$ cat config.mk
export PLATFORM = sky130hd
export DESIGN_NAME = uart_host_mux_flat
export DESIGN_NICKNAME = d
export VERILOG_FILES = /design/src/rtl/uart_host_mux_if.sv /design/src/rtl/uart_host_mux.sv /design/src/flat_wrapper.sv
export SDC_FILE = /design/constraint.sdc
export NUM_CORES = 1
export LEC_CHECK = 0
export ABC_AREA = 1
export ABC_CLOCK_PERIOD_IN_PS = 3700
export BUFFER_PORTS_ARGS = -buffer_cell sky130_fd_sc_hd__buf_4
export CAP_MARGIN = 20
export CORE_MARGIN = 3
export CORE_UTILIZATION = 30
export CTS_CLUSTER_SIZE = 20
export DETAILED_ROUTE_END_ITERATION = 8
export HOLD_SLACK_MARGIN = 0.03
export SLEW_MARGIN = 25
export SYNTH_ARGS = -nofsm -noshare
export SYNTH_HDL_FRONTEND = slang
export SYNTH_SLANG_ARGS = --single-unit
$ cat constraint.sdc
create_clock -name clk -period 3.7 [get_ports clk]
set_input_delay 0.37 -clock clk [delete_from_list [all_inputs] [get_ports clk]]
set_output_delay 0.37 -clock clk [all_outputs]
set_load 0.1 [all_outputs]
$ cat src/rtl/uart_host_mux_if.sv
// Bundles the host-side connection to NUM_CH UART controllers.
// Carries no logic and adds no latency.
// No backpressure: write and read are one-cycle strobes; irq is a level.
interface uart_host_mux_if #(
   parameter int NUM_CH = 2,
   parameter int DATA_W = 8
);
   logic [NUM_CH-1:0]        nic_irq;
   logic [NUM_CH*DATA_W-1:0] nic_data_in;
   logic [NUM_CH-1:0]        nic_write;
   logic [NUM_CH*DATA_W-1:0] nic_data_out;
   logic [NUM_CH-1:0]        nic_read;

   // The sequencer drives the strobes and write data.
   modport master (
      input  nic_irq,
      input  nic_data_in,
      output nic_write,
      output nic_data_out,
      output nic_read
   );

   // The UART controllers drive the interrupt and received data.
   modport slave (
      output nic_irq,
      output nic_data_in,
      input  nic_write,
      input  nic_data_out,
      input  nic_read
   );
endinterface

$ cat src/rtl/uart_host_mux.sv
// Per-channel TX queueing with frame pacing, RX interrupt service, counters and loopback check.
// Latency: send to nic_write is 2 edges on an idle channel; irq to nic_read is 1 edge.
// Backpressure: a full queue or an invalid channel drops the byte and pulses send_drop.
module uart_host_mux #(
   parameter int NUM_CH       = 2,
   parameter int DATA_W       = 8,
   parameter int TXQ_DEPTH    = 4,
   parameter int FRAME_CYCLES = 52080,
   parameter int CH_W         = (NUM_CH > 1) ? $clog2(NUM_CH) : 1
) (
   input  logic                clk,
   input  logic                rst_n,
   input  logic                send,
   input  logic [DATA_W-1:0]   send_data,
   input  logic [CH_W-1:0]     send_ch,
   input  logic                loopback_chk,
   uart_host_mux_if.master     nic,
   output logic                send_drop,
   output logic [DATA_W-1:0]   last_rx_data,
   output logic [CH_W-1:0]     last_rx_ch,
   output logic [NUM_CH*4-1:0] tx_count,
   output logic [NUM_CH*4-1:0] rx_count,
   output logic [NUM_CH-1:0]   mismatch
);
   localparam int PTR_W = $clog2(TXQ_DEPTH);
   localparam int CNT_W = PTR_W + 1;
   localparam int FC_W  = $clog2(FRAME_CYCLES);

   typedef enum logic [1:0] {TX_IDLE, TX_ISSUE, TX_GAP} tx_state_t;
   typedef enum logic       {RX_WAIT, RX_HOLD}          rx_state_t;

   tx_state_t         tx_state     [NUM_CH];
   tx_state_t         tx_state_nxt [NUM_CH];
   logic [FC_W-1:0]   gap_cnt      [NUM_CH];
   logic [FC_W-1:0]   gap_cnt_nxt  [NUM_CH];
   rx_state_t         rx_state     [NUM_CH];
   rx_state_t         rx_state_nxt [NUM_CH];

   logic [DATA_W-1:0] q_mem   [NUM_CH][TXQ_DEPTH];
   logic [PTR_W-1:0]  wr_ptr  [NUM_CH];
   logic [PTR_W-1:0]  rd_ptr  [NUM_CH];
   logic [CNT_W-1:0]  q_cnt   [NUM_CH];
   logic [DATA_W-1:0] tx_dat  [NUM_CH];
   logic [DATA_W-1:0] last_tx [NUM_CH];
   logic [3:0]        tx_cnt  [NUM_CH];
   logic [3:0]        rx_cnt  [NUM_CH];
   logic [NUM_CH-1:0] tx_seen;

   logic [CH_W:0]     send_ch_ext;
   logic              ch_ok;
   logic [NUM_CH-1:0] push;
   logic [NUM_CH-1:0] pop;
   logic [NUM_CH-1:0] cap;
   logic [CH_W-1:0]   cap_idx;
   logic [DATA_W-1:0] cap_dat;

   // Push/pop decode; fullness uses pre-edge occupancy so a same-cycle pop never makes room.
   always_comb begin
      send_ch_ext = {1'b0, send_ch};
      ch_ok       = send_ch_ext < (CH_W+1)'(NUM_CH);
      push        = '0;
      pop         = '0;
      for (int i = 0; i < NUM_CH; i++) begin
         if (send && ch_ok && (send_ch_ext == (CH_W+1)'(i)) && (q_cnt[i] != CNT_W'(TXQ_DEPTH)))
            push[i] = 1'b1;
         pop[i] = (tx_state[i] == TX_ISSUE);
      end
   end

   // Queue payload storage; contents are don't-care while the occupancy says empty.
   always_ff @(posedge clk) begin
      for (int i = 0; i < NUM_CH; i++)
         if (push[i]) q_mem[i][wr_ptr[i]] <= send_data;
   end

   // Queue pointers, occupancy and the drop pulse.
   always_ff @(posedge clk or negedge rst_n) begin
      if (!rst_n) begin
         for (int i = 0; i < NUM_CH; i++) begin
            wr_ptr[i] <= '0;
            rd_ptr[i] <= '0;
            q_cnt[i]  <= '0;
         end
         send_drop <= 1'b0;
      end else begin
         for (int i = 0; i < NUM_CH; i++) begin
            if (push[i]) wr_ptr[i] <= wr_ptr[i] + PTR_W'(1);
            if (pop[i])  rd_ptr[i] <= rd_ptr[i] + PTR_W'(1);
            q_cnt[i] <= q_cnt[i] + CNT_W'(push[i]) - CNT_W'(pop[i]);
         end
         send_drop <= send && (push == '0);
      end
   end

   // TX next state: ISSUE, GAP for FRAME_CYCLES-2 cycles, one IDLE cycle => FRAME_CYCLES spacing.
   always_comb begin
      for (int i = 0; i < NUM_CH; i++) begin
         tx_state_nxt[i] = tx_state[i];
         gap_cnt_nxt[i]  = gap_cnt[i];
         case (tx_state[i])
            TX_IDLE:  if (q_cnt[i] != '0) tx_state_nxt[i] = TX_ISSUE;
            TX_ISSUE: begin
               // A two-cycle frame leaves no room for a gap cycle at all.
               if (FRAME_CYCLES == 2) begin
                  tx_state_nxt[i] = TX_IDLE;
               end else begin
                  tx_state_nxt[i] = TX_GAP;
                  gap_cnt_nxt[i]  = FC_W'(FRAME_CYCLES - 2);
               end
            end
            TX_GAP: begin
               gap_cnt_nxt[i] = gap_cnt[i] - FC_W'(1);
               if (gap_cnt[i] <= FC_W'(1)) begin
                  tx_state_nxt[i] = TX_IDLE;
                  gap_cnt_nxt[i]  = '0;
               end
            end
            default: begin
               tx_state_nxt[i] = TX_IDLE;
               gap_cnt_nxt[i]  = '0;
            end
         endcase
      end
   end

   // TX state, write-data holding register, counters and last written byte.
   always_ff @(posedge clk or negedge rst_n) begin
      if (!rst_n) begin
         for (int i = 0; i < NUM_CH; i++) begin
            tx_state[i] <= TX_IDLE;
            gap_cnt[i]  <= '0;
            tx_dat[i]   <= '0;
            last_tx[i]  <= '0;
            tx_cnt[i]   <= '0;
         end
         tx_seen <= '0;
      end else begin
         for (int i = 0; i < NUM_CH; i++) begin
            tx_state[i] <= tx_state_nxt[i];
            gap_cnt[i]  <= gap_cnt_nxt[i];
            // Load the head as ISSUE is entered; it then holds until the next write.
            if ((tx_state[i] == TX_IDLE) && (q_cnt[i] != '0))
               tx_dat[i] <= q_mem[i][rd_ptr[i]];
            if (tx_state[i] == TX_ISSUE) begin
               tx_cnt[i]  <= tx_cnt[i] + 4'd1;
               last_tx[i] <= tx_dat[i];
               tx_seen[i] <= 1'b1;
            end
         end
      end
   end

   // RX next state and capture select; lowest channel wins the shared display registers.
   always_comb begin
      cap     = '0;
      cap_idx = '0;
      cap_dat = '0;
      for (int i = 0; i < NUM_CH; i++) begin
         rx_state_nxt[i] = RX_WAIT;
         if ((rx_state[i] == RX_WAIT) && nic.nic_irq[i]) begin
            rx_state_nxt[i] = RX_HOLD;
            cap[i]          = 1'b1;
         end
      end
      for (int i = NUM_CH - 1; i >= 0; i--) begin
         if (cap[i]) begin
            cap_idx = CH_W'(i);
            cap_dat = nic.nic_data_in[i*DATA_W +: DATA_W];
         end
      end
   end

   // RX state, capture registers, counters and sticky loopback mismatch.
   always_ff @(posedge clk or negedge rst_n) begin
      if (!rst_n) begin
         for (int i = 0; i < NUM_CH; i++) begin
            rx_state[i] <= RX_WAIT;
            rx_cnt[i]   <= '0;
         end
         last_rx_data <= '0;
         last_rx_ch   <= '0;
         mismatch     <= '0;
      end else begin
         for (int i = 0; i < NUM_CH; i++) begin
            rx_state[i] <= rx_state_nxt[i];
            if (cap[i]) begin
               rx_cnt[i] <= rx_cnt[i] + 4'd1;
               if (loopback_chk && (!tx_seen[i] ||
                   (nic.nic_data_in[i*DATA_W +: DATA_W] != last_tx[i])))
                  mismatch[i] <= 1'b1;
            end
         end
         if (cap != '0) begin
            last_rx_data <= cap_dat;
            last_rx_ch   <= cap_idx;
         end
      end
   end

   // Strobes follow the FSM states; buses are packed from the per-channel registers.
   always_comb begin
      nic.nic_write    = '0;
      nic.nic_read     = '0;
      nic.nic_data_out = '0;
      tx_count         = '0;
      rx_count         = '0;
      for (int i = 0; i < NUM_CH; i++) begin
         nic.nic_write[i]                      = (tx_state[i] == TX_ISSUE);
         nic.nic_read[i]                       = (rx_state[i] == RX_HOLD);
         nic.nic_data_out[i*DATA_W +: DATA_W]  = tx_dat[i];
         tx_count[i*4 +: 4]                    = tx_cnt[i];
         rx_count[i*4 +: 4]                    = rx_cnt[i];
      end
   end
endmodule

$ cat src/flat_wrapper.sv
// flat-port wrapper written by rule: the top's interface ports become plain ports
module uart_host_mux_flat 
#(
   parameter int NUM_CH       = 2,
   parameter int DATA_W       = 8,
   parameter int TXQ_DEPTH    = 4,
   parameter int FRAME_CYCLES = 52080,
   parameter int CH_W         = (NUM_CH > 1) ? $clog2(NUM_CH) : 1
)
  (clk, rst_n, send, send_data, send_ch, loopback_chk, send_drop, last_rx_data, last_rx_ch, tx_count, rx_count, mismatch, nic_nic_irq, nic_nic_data_in, nic_nic_write, nic_nic_data_out, nic_nic_read);
  uart_host_mux_if #(.NUM_CH(NUM_CH), .DATA_W(DATA_W)) nic_i ();
  input  logic clk;
  input  logic rst_n;
  input  logic send;
  input  logic [DATA_W-1:0] send_data;
  input  logic [CH_W-1:0] send_ch;
  input  logic loopback_chk;
  output logic send_drop;
  output logic [DATA_W-1:0] last_rx_data;
  output logic [CH_W-1:0] last_rx_ch;
  output logic [NUM_CH*4-1:0] tx_count;
  output logic [NUM_CH*4-1:0] rx_count;
  output logic [NUM_CH-1:0] mismatch;
  input wire logic [$bits(nic_i.nic_irq)-1:0] nic_nic_irq;
  input wire logic [$bits(nic_i.nic_data_in)-1:0] nic_nic_data_in;
  output wire logic [$bits(nic_i.nic_write)-1:0] nic_nic_write;
  output wire logic [$bits(nic_i.nic_data_out)-1:0] nic_nic_data_out;
  output wire logic [$bits(nic_i.nic_read)-1:0] nic_nic_read;
  assign nic_i.nic_irq = nic_nic_irq;
  assign nic_i.nic_data_in = nic_nic_data_in;
  assign nic_nic_write = nic_i.nic_write;
  assign nic_nic_data_out = nic_i.nic_data_out;
  assign nic_nic_read = nic_i.nic_read;
  uart_host_mux #(.NUM_CH(NUM_CH), .DATA_W(DATA_W), .TXQ_DEPTH(TXQ_DEPTH), .FRAME_CYCLES(FRAME_CYCLES), .CH_W(CH_W)) u_core (.clk(clk), .rst_n(rst_n), .send(send), .send_data(send_data), .send_ch(send_ch), .loopback_chk(loopback_chk), .nic(nic_i), .send_drop(send_drop), .last_rx_data(last_rx_data), .last_rx_ch(last_rx_ch), .tx_count(tx_count), .rx_count(rx_count), .mismatch(mismatch));
endmodule
Word-level counts from Yosys, hierarchy flattened

Memory sizes are Yosys's and may differ from the RTL's.
Cells that the tools add are included.

Input port bits: 31
Memories: 1
Output and inout bits: 48
Register bits after elaboration: 114
Logic and storage cells: 132
Memory bits (writable): 64

Equality and inequality tests: 12
Reduce and logical (&&, ||, !) cells: 28
Add/sub/neg operators: 14
Multiplexer cells: 35
$lt $le $gt $ge: 8
Bitwise logic cells: 7

Memory list:

| name         | words | bits a word | read ports | clocked after Yosys merged registers in | write ports | RTL line            | text |
|---|---|---|---|---|---|---|---|
| u_core.q_mem | 2     | 32          | 2          | 0                                       | 1           | uart_host_mux.sv:39 | `logic [DATA_W-1:0] q_mem [NUM_CH][TXQ_DEPTH];` |

Operator list:

| kind                  | count |
|---|---|
| $mux 32               | 4 |
| $pmux 16 s3           | 2 |
| $mux 8                | 8 |
| $bmux 8 s2            | 2 |
| $demux 8 s2           | 2 |
| $le 16x1->1 const B   | 2 |
| $mux 16               | 2 |
| $reduce_or 32->1      | 1 |
| $sub 16x1->16 const B | 2 |
| $add 4x1->4 const B   | 4 |
| $ne 8x8->1            | 2 |
| $logic_and 1x1->1     | 13 |
| $ge 3x3->1 const B    | 4 |
| $not 2->3             | 4 |
| $pmux 2 s3            | 2 |
| $mux 1                | 9 |
| $add 2x1->2 const B   | 4 |
| $mux 2                | 4 |
| $ne 2x1->1 const B    | 4 |
| $reduce_and 2->1      | 4 |
| $add 3x1->3           | 2 |
| $logic_not 2->1       | 3 |
| $lt 3x1->1 const B    | 2 |
| $ne 3x3->1 const B    | 2 |
| other kinds (8)       | 16 |

Logic depth before layout (Yosys ltp)

Gate-level depths: netlist of the first run.

Depth after elaboration: 8
Gate-level depth with buffers: 10
Gate-level depth less buffers: 9

Least setup slack after synthesis of the first run

No wires, ideal clock.

Kind: register -> register
Start: register u_core.tx_state[1] in the netlist's numbering
End: register u_core.q_cnt[2] in the netlist's numbering
Stages on the path, launching flop included: 10
Arrival: 1.820 ns
Data required time: 3.571 ns
Path buffers: 0
Clock period less this slack: 1.949 ns
Setup time: 0.129 ns
Path slack: 1.751 ns
Cell sequence: dfrtp_1 -> inv_1 -> ha_1 -> ha_1 -> inv_1 -> ha_1 -> inv_1 -> fa_1 -> xnor2_1 -> xor2_1

Longest elaborated chain between the ends: 2

RTL lines:

| what                             | RTL line             | text |
|---|---|---|
| start: declaration               | uart_host_mux.sv:32  | `tx_state_t tx_state [NUM_CH];` |
| start signal: indexed assignment | uart_host_mux.sv:139 | `tx_state[i] <= tx_state_nxt[i];` |
| $eq 2x1->1                       | uart_host_mux.sv:66  | `pop[i] = (tx_state[i] == TX_ISSUE);` |
| $sub 3x1->3                      | uart_host_mux.sv:89  | `q_cnt[i] <= q_cnt[i] + CNT_W'(push[i]) - CNT_W'(pop[i]);` |
| end signal: indexed assignment   | uart_host_mux.sv:89  |  |
| end: declaration                 | uart_host_mux.sv:42  | `logic [CNT_W-1:0] q_cnt [NUM_CH];` |

No other way between the ends.
A chain may end at the register's enable or synchronous reset.

Worst setup path after layout of the first run

Start: register u_core.tx_state[3] in the netlist's numbering
End: output nic_nic_write[0]

Longest elaborated chain between the ends: 1

RTL lines:

| what             | RTL line             | text |
|---|---|---|
| $eq 2x1->1       | uart_host_mux.sv:208 | `nic.nic_write[i] = (tx_state[i] == TX_ISSUE);` |
| end: declaration | flat_wrapper.sv:26   | `output wire logic [$bits(nic_i.nic_write)-1:0] nic_nic_write;` |

No other way between the ends.

==> results of run 1 <==
-- flip-flops by register name, summed over array words and instances (netlist names), 6 cells and up --
name	flops
u_core.nic.nic_data_out	16
u_core.last_rx_data	8
u_core.q_mem	64
u_core.tx_count	8
u_core.q_cnt	6
u_core.rx_count	8
u_core.last_tx	16
u_core.gap_cnt	32
-- metal layers --
layer	wire, um	up-vias	part of all wire
met5	0	-	0
met4	337	0	0.018
met3	644	22	0.035
met2	8384	94	0.45
met1	9237	2704	0.50
li1	-	2912	-
-- cell usage in the layout (no fill, tap or decap), types with 5 or more instances in the layout --
cell type  synthesis  routed
inv_2              8       8
nand2_1          137     137
o21ai_1            6       6
xnor2_1           17      17
edfxtp_1          64      64
o21bai_2          10      10
a31oi_1            9       9
dfrtp_1          114     114
nor2_2            13      13
nand3_1           19      19
xor2_1            27      27
nand4_1           10      10
o22ai_1            7       7
clkbuf_16          0      17
a21oi_1           20      20
o211ai_1           5       5
a22oi_1            5       5
ha_1              26      26
o21ai_2           13      13
nor2_4             6       6
buf_4              5      80
inv_1             92      92
nand2_2            9       9
o21ai_0           63      63
nor2_1           120     120
-- worst reg2reg max path, delay by kind of cell (launching register included) --
family / cells / cell delay [ns]
flops: 1 / 0.37
simple gates: 2 / 0.43
buf+inv: 2 / 0.21
xor+xnor: 2 / 0.35
fa+ha+maj: 2 / 0.58
-- final cells by class --
type | instances | share of cell area
Tap cell | 372 | 0.04676
Clock inverter | 14 | 0.01420
Multi-Input combinational cell | 543 | 0.3148
Timing Repair Buffer | 81 | 0.06235
Sequential cell | 178 | 0.4797
Inverter | 103 | 0.03909
Clock buffer | 18 | 0.04312
-- final timing paths --
check | to | slack [ns] | cells after the start
max in group asynchronous | u_core.tx_count[0]$_DFFE_PN0P_ | 3.20 | 2
worst max-delay path | nic_nic_write[0] | 1.59 | 4
worst min register to register | u_core.tx_seen[1]$_DFFE_PN0P_ | 0.47 | 2
worst max register to register | u_core.q_cnt[2]$_DFF_PN0_ | 1.69 | 8
min in group clk | u_core.last_rx_data[7]$_DFFE_PN0P_ | 0.17 | 3
worst min-delay path | u_core.last_tx[3]$_DFFE_PN0P_ | -0.01 | 2
-- cell usage after synthesis, types with 4 or more instances --
library cell,count
xor2_1,27
a21oi_1,20
nor3_1,4
dfrtp_1,114
nor2_4,6
a31oi_1,9
o21ai_0,63
nand2_2,9
o21bai_2,10
buf_2,9
inv_2,8
nor2_2,13
clkbuf_1,6
buf_4,5
inv_1,92
edfxtp_1,64
o21ai_2,13
nand4_1,10
o22ai_1,7
nand2_1,137
nand3_1,19
xnor2_1,17
o21ai_1,6
a22oi_1,5
o211ai_1,5
nor2_1,120
ha_1,26
-- kinds of logic after synthesis --
logic type | synth area share
AO/OA/AOI/OAI | 0.1077
XOR/XNOR | 0.04574
multiplexers | 0.001337
AND/OR/NAND/NOR | 0.1738
flip-flops | 0.5668
buffers and inverters | 0.06134
adder cells (fa/ha/maj) | 0.04337
-- power groups by stage --
stage | Sequential, mW | Clock [mW] | Combinational, mW
after floorplan | 2.88 | 0 | 0.353
after global placement | 2.42 | 0 | 1.11
after detailed placement | 2.42 | 0 | 1.12
after CTS | 2.38 | 1.79 | 1.13
after global routing | 2.40 | 1.87 | 1.20
final | 2.38 | 1.74 | 1.11
==> flow_summary.toml, run 1 <==
[status]
status = "complete, but fails checks"
violations = "hold timing"

[global_route]
grt_busiest_layer = "met2"
grt.total_usage = 0.1267
use_met1 = 0.1784
grt_pass1_vias = 5613
grt_max_degree = 115
grt_pass1_wl_um = 30550
grt_remaining_overflow = 0
grtUsageMet2 = 0.1946
antenna_found_initial = 0
met3_usage = 0.02847

[clock_tree]
ctsLongestPathBuffers = 2
hold_buffers = 0
clock_sinks = 178
tritoncts = "built"
root_buffer = "clkbuf_16"
clock_latency_ns = 0.43
h-tree-depth = 4
numCtsBuffers = 17
post_cts_buffers = 0
path_clk_slew_ns = 0.07
cts_resized = 0

[layout]
drive_above_1_share = 0.1964
num-fill-cells = 2731
utilization = 0.3652
final_cell_area_um2 = 9953
stdcell_count = 1309
num_antenna_cells = 0
syn2layout_area_growth_pct = 18.15
ff_latch_area_um2 = 4775
multi_input_area_um2 = 3133
layout.nets = 983

[sta]
relSlewSlack = 0.4695
rsz0062_at_grt = "false"
tightest_slew_ns = 0.7928
fin_ws_ns = 1.586
max_freq_mhz = 473.0
final_max_slew_viol_count = 0
finalSetupTns_ns = 0
hold_viol_final = 3
fin_hold_ws_ns = -0.01110
setup_viol = 0
fin_skew_ns = 0.007695
fin_crit_sh = 0.5714
finalCriticalPeriod_ns = 2.114

[floorplan]
start_util = 0.3091
die_h_um = 173.6
io_pins = 79
core-area_um2 = 27250
die_area_um2 = 30130
row_count = 60
die-width_um = 173.6

[worst_setup_path]
critPathLaunch = "u_core.tx_state[3]$_DFFE_PN0P_"
critPathMaxFanout = 27
worstSetupPathType = "flop to output port"
cp_data_arrival_time_ns = 1.74
cp_data_required_time_ns = 3.33
worst-path-buf-inv = 3
crit_chain = "inv_1, ha_1, buf_4, buf_4"
cp_top_family = "buffers and inverters"
slowest_delay_ns = 0.40
startpoint_type = "flop"
slowest_stage = "dfrtp_1"
cp-end-kind = "output port"
timing.rr.start = "u_core.q_cnt[2]$_DFF_PN0_"
critPathMostFrequentCell = "buf_4"

[synth]
yosysSeqAreaShare = 0.5668
synth_edf_count = 64
syn_nets = 905
ys_types = 43
synth-main-ff-cell = "dfrtp_1"
syn_inst = 846
syn_avg_cell_area_um2 = 9.958
yosys-top-cells-area = "dfrtp_1, edfxtp_1, nand2_1"
yosys_warnings = 0
async_flop_share = 0.6404
yosys.area.top_type_share = 0.3386
yosys.area.top_type = "dfrtp_1"
syn-cell-area_um2 = 8424
ys_seq_elements = 178

[drt]
drt_wl_total_um = 18600
dr.first_iter.drc_count = 484
dr.pass1.iters = 4
drc = 0
postRouteAntennaNets = 0
routed_via_density = 4.379
wl_per_cell_um = 14.21
vias = 5732

[flow_run]
drv_cap = 0

[power]
p_comb_frac = 0.212
pwr-share-clk = 0.332
p_sw_mw = 1.805
p_int_mw = 3.420
swShare = 0.3454
p_per_area_nw_per_um2 = 525.0
leakage_nw = 4.314
seq_power_share = 0.455
vdd_drop_max_mv = 0.2995
finalPower_mw = 5.225

[place]
dpl.hpwl_um = 13440
place_area_um2 = 9383
gp_congestion = 0.7785
pre_cts_slack_ns = 1.617
placedCellCount = 1277
io_buffers = 78

[worst_hold_path]
min_path_type = "input port to async pin"
(Power assumes the default switching activity.)
==> run 2: changes to the inputs <==
Settings changed: ABC_CLOCK_PERIOD_IN_PS 3700 to 1750.
Clock period 3.7 ns to 1.75 ns, I/O delays scaled along.
==> flow_summary.toml, run 2 (synthesized netlist as in run 1, its figures left out) <==
[layout]
largest_reg_flops = 64
utilization = 0.3898
num_antenna_cells = 0
syn2layout_area_growth_pct = 26.10
final_cell_mix = "nand2_1, nor2_1, dfrtp_1"
drive_above_1_share = 0.2442
layout.nets = 1041
final_cell_area_um2 = 10620
num-fill-cells = 2674
stdcell_count = 1367
layout_commonest_cell = "nand2_1"

[worst_setup_path]
timing.rr.start = "u_core.q_cnt[2]$_DFF_PN0_"
critPathMaxFanout = 8
startpoint_type = "flop"
cp_data_arrival_time_ns = 1.84
critPathMostFrequentCell = "nor3_4"
critPathLaunch = "u_core.q_cnt[2]$_DFF_PN0_"
worstSetupPathType = "flop to flop"
slowest_stage = "nor2_1"
cp-end-kind = "flop"
slowest_delay_ns = 0.50
reg2reg_slack_ns = -0.02
crit_chain = "inv_2, nor3_4, nor3_4, buf_12, inv_1, nor2_1"
cp_data_required_time_ns = 1.81

[drt]
drt_wl_total_um = 18960
dr.first_iter.drc_count = 364
vias = 5971
drc = 0
routed_via_density = 4.368
postRouteAntennaNets = 0
dr.pass1.iters = 5
wl_per_cell_um = 13.87

[power]
vdd_drop_max_mv = 0.6635
p_per_area_nw_per_um2 = 1069
leakage_nw = 4.597
finalPower_mw = 11.35

[place]
place_area_um2 = 9768
dpl.hpwl_um = 14050
placedCellCount = 1310
gp_congestion = 0.8294
io_buffers = 78
pre_cts_slack_ns = -0.1455

[sta]
finalCriticalPeriod_ns = 1.775
fin_hold_ws_ns = 0.04137
rsz0062_at_grt = "true"
tightest_slew_ns = 0.6397
fin_ws_ns = -0.02468
max_freq_mhz = 563.5
relSlewSlack = 0.5719
finalSetupTns_ns = -0.2027
hold_viol_final = 0
fin_crit_sh = 1.014
setup_viol = 9
final_max_slew_viol_count = 0
fin_skew_ns = 0.01160

[clock_tree]
root_buffer = "clkbuf_16"
ctsLongestPathBuffers = 2
clock_sinks = 178
path_clk_slew_ns = 0.07
numCtsBuffers = 17
h-tree-depth = 4
clock_latency_ns = 0.42
tritoncts = "built"

[floorplan]
die-width_um = 173.6
die_h_um = 173.6
start_util = 0.3091
io_pins = 79
core-area_um2 = 27250
die_area_um2 = 30130
row_count = 60

[global_route]
grt_remaining_overflow = 0
grt_max_degree = 47
grt_pass1_wl_um = 31270
grt_pass1_vias = 5894
grt.total_usage = 0.1293
antenna_found_initial = 0

[status]
violations = "setup timing"
status = "complete, but fails checks"

[worst_hold_path]
hp-start = "nic_nic_data_in[14]"
min_path_type = "input port to flop"

[flow_run]
drv_cap = 0
run 2: critical path, delay by kind of cell, from the launching register on:
kind / cells / cell delay [ns]
buffers and inverters: 3 / 0.28
DFF: 1 / 0.37
and+or+nand+nor: 3 / 0.76
run 2: what timing repair did:
action / in CTS / in global routing
pin swaps: 8 / 1
endpoints found under the setup margin: 37 / 37
endpoints found under the hold margin: 176 / 0
hold buffers: 19 / 0
setup buffers: 5 / 1
resized for setup: 6 / 5
run 2: area by class of cell:
cell class                      instances  area [um^2]  area share
Sequential cell                       178         4775      0.4495
Clock inverter                         13        122.6     0.01154
Inverter                              103        391.6     0.03687
Multi-Input combinational cell        543         3247      0.3057
Tap cell                              372        465.4     0.04382
Timing Repair Buffer                  139         1189      0.1119
Clock buffer                           19        432.9     0.04075
run 2: worst paths after layout:
path                                                      end  depth (start not counted)
setup / recovery                u_core.q_mem[0][52]$_DFFE_PP_                          6
hold / removal             u_core.last_rx_data[6]$_DFFE_PN0P_                          3
setup reg to reg                u_core.q_mem[0][52]$_DFFE_PP_                          6
hold reg to reg                 u_core.tx_seen[1]$_DFFE_PN0P_                          2
max in group asynchronous       u_core.tx_seen[0]$_DFFE_PN0P_                          3
min in group asynchronous        u_core.wr_ptr[2]$_DFFE_PN0P_                          2
run 2: where the power goes:
part | leakage [nW] | internal, mW | switching (mW)
sequential | 1.87 | 4.76 | 0.280
combinational | 2.46 | 0.811 | 1.88
clock | 0.261 | 1.88 | 1.73
total | 4.60 | 7.45 | 3.90
run 2: routing by layer:
layer,global-route usage,share of wire
met1,0.1776,0.50
met2,0.2072,0.46
met3,0.02694,0.032
met4,0.03787,0.014
met5,0,0
==> run 3: changes to the inputs <==
Settings changed: ABC_AREA 1 to unset.
==> flow_summary.toml, run 3 <==
[status]
status = "complete, but fails checks"
violations = "setup timing"

[sta]
rsz0062_at_grt = "true"
max_freq_mhz = 486.9
hold_viol_final = 0
setup_viol = 32
fin_skew_ns = 0.01162
fin_ws_ns = -0.3037
finalCriticalPeriod_ns = 2.054
tightest_slew_ns = 0.4948
relSlewSlack = 0.6694
final_max_slew_viol_count = 0
fin_crit_sh = 1.174

[synth]
syn_inst = 591
yosys.area.top_type = "dfrtp_1"
yosys_warnings = 0
syn_avg_cell_area_um2 = 13.38
synth_most_common_cell = "dfrtp_1"
syn_nets = 650
syn-cell-area_um2 = 7910
synth-main-ff-cell = "dfrtp_1"
ys_types = 59
synth_edf_count = 64
yosys.area.top_type_share = 0.3606
ys_seq_elements = 178
yosys-top-cells-area = "dfrtp_1, edfxtp_1, mux2_2"
async_flop_share = 0.6404
synthTopCellsByCount = "dfrtp_1, edfxtp_1, nand2_1"
yosysSeqAreaShare = 0.6036

[worst_setup_path]
critPathLaunch = "u_core.gap_cnt[0]$_DFFE_PN0N_"
critPathMaxFanout = 2
worstSetupPathType = "flop to flop"
cp-end-kind = "flop"
cp_data_arrival_time_ns = 2.38
startpoint_type = "flop"
timing.rr.start = "u_core.gap_cnt[0]$_DFFE_PN0N_"
cp_data_required_time_ns = 2.07

[clock_tree]
root_buffer = "clkbuf_16"
path_clk_slew_ns = 0.07
ctsLongestPathBuffers = 2
numCtsBuffers = 17
tritoncts = "built"
clock_latency_ns = 0.44
h-tree-depth = 4
clock_sinks = 178

[place]
placedCellCount = 1061
gp_congestion = 0.8441
io_buffers = 78
dpl.hpwl_um = 13340

[flow_run]
drv_cap = 0

[drt]
drc = 0
dr.first_iter.drc_count = 314
wl_per_cell_um = 17.02
dr.pass1.iters = 4
postRouteAntennaNets = 0
vias = 5414
routed_via_density = 4.762
drt_wl_total_um = 19350

[global_route]
grt_pass1_wl_um = 30470
grt_remaining_overflow = 0
grt_max_degree = 50
antenna_found_initial = 0
grt.total_usage = 0.1372
grt_pass1_vias = 5521

[power]
p_sw_mw = 10.43
seq_power_share = 0.278
p_per_area_nw_per_um2 = 2157
leakage_nw = 4.710
p_comb_frac = 0.549
vdd_drop_max_mv = 1.351
pwr-share-clk = 0.172
swShare = 0.4324
p_int_mw = 13.69

[layout]
stdcell_count = 1137
syn2layout_area_growth_pct = 41.33
drive_above_1_share = 0.4424
final_cell_mix = "buf_4, dfrtp_1, edfxtp_1"
num_antenna_cells = 0
num-fill-cells = 2347
layout_commonest_cell = "buf_4"
largest_reg_flops = 64
utilization = 0.4376
layout.nets = 853

[floorplan]
io_pins = 79
die_h_um = 168.4
core-area_um2 = 25540
die-width_um = 168.4
die_area_um2 = 28350
row_count = 58
start_util = 0.3097

[worst_hold_path]
hp-start = "nic_nic_data_in[14]"
min_path_type = "input port to flop"
-- run 3: cell count changes in the layout (fill, tap and decap cells not counted), sizes merged, moves of 12 or more --
cell,change
buf,+66
mux4,+16
o21ai,-53
o21bai,-12
nand2,-107
inv,-77
nor2,-120
mux2,+36
-- run 3: final timing paths --
path                                                      endpoint  slack, ns  cells past startpoint
worst max-delay path                u_core.gap_cnt[14]$_DFFE_PN0N_      -0.30                      6
worst min-delay path            u_core.last_rx_data[6]$_DFFE_PN0P_       0.06                      3
worst max register to register      u_core.gap_cnt[14]$_DFFE_PN0N_      -0.30                      6
worst min register to register      u_core.rx_count[7]$_DFFE_PN0P_       0.47                      1
max in group asynchronous         u_core.nic.nic_read[1]$_DFF_PN0_       0.98                      3
min in group asynchronous                u_core.q_cnt[2]$_DFF_PN0_       0.18                      2
-- run 3: logic make-up (layout without fill, tap and decap cells) --
family	Yosys count	count (layout)	share of synthesized area
flip-flops	178	178	0.6036
AND/OR/NAND/NOR	140	140	0.09507
AO/OA/AOI/OAI	97	98	0.08036
multiplexers	61	61	0.1084
buffers and inverters	49	264	0.02436
XOR/XNOR	38	38	0.04208
adder cells (fa/ha/maj)	28	28	0.04619
-- run 3: final cells by class --
cell class | instances | area (um^2) | share of cell area
flip-flops and latches | 178 | 4776 | 0.4272
repair buffers | 205 | 1846 | 0.1651
multi-input cells | 365 | 3403 | 0.3044
well taps | 330 | 412.9 | 0.03693
clock buffers | 19 | 442.9 | 0.03962
inverters | 27 | 101.3 | 0.009065
clock inverters | 13 | 197.7 | 0.01768
-- run 3: worst max-delay path, cell delays in order (launching register included) --
cell and delay [ns]:
dfrtp_1 0.40, inv_2 0.08, ha_4 0.14, or3b_4 0.39, or4b_1 0.47, a21o_1 0.17, a221o_1 0.30
-- run 3: metrics by stage --
step | worst slack, ns | setup TNS, ns | hold WS (ns) | power (mW) | instance area (um^2)
finish | -0.3037 | -4.281 | 0.05878 | 24.12 | 11180
detailed placement | -0.3277 | -3.916 | 0.09656 | 18.15 | 9694
floorplan | -0.4281 | -1.842 | -0.1206 | 14.42 | 8026
global route | -0.3616 | -7.395 | 0.06610 | 25.46 | 11180
CTS | -0.2776 | -4.010 | 0.04525 | 23.45 | 10880
global placement | -0.3140 | -3.234 | 0.09257 | 17.97 | 9694
-- run 3: layer usage --
metal | part of all wire | global-route usage | vias to the layer above | wire length (um)
li1 | - | - | 2581 | -
met1 | 0.46 | 0.1836 | 2709 | 8936
met2 | 0.49 | 0.2254 | 103 | 9451
met3 | 0.036 | 0.02771 | 21 | 704
met4 | 0.013 | 0.04269 | 0 | 260
met5 | 0 | 0 | - | 0
-- run 3: what timing repair did --
action | 4_1_cts | 5_1_grt
gates cloned | 1 | 0
endpoints found under the hold margin | 189 | 0
buffers inserted | 11 | 15
resized for setup | 73 | 43
setup endpoints to repair | 38 | 50
pin swaps | 36 | 31
hold buffers | 19 | 0
-- run 3: power by group through the flow --
stage	Combinational, mW	Clock (mW)	Sequential [mW]
4_1_cts	12.5	4.25	6.72
3_5_place_dp	11.4	0	6.78
3_3_place_gp	11.2	0	6.75
2_1_floorplan	4.94	0	9.49
5_1_grt	14.2	4.40	6.89
6_report	13.2	4.16	6.71
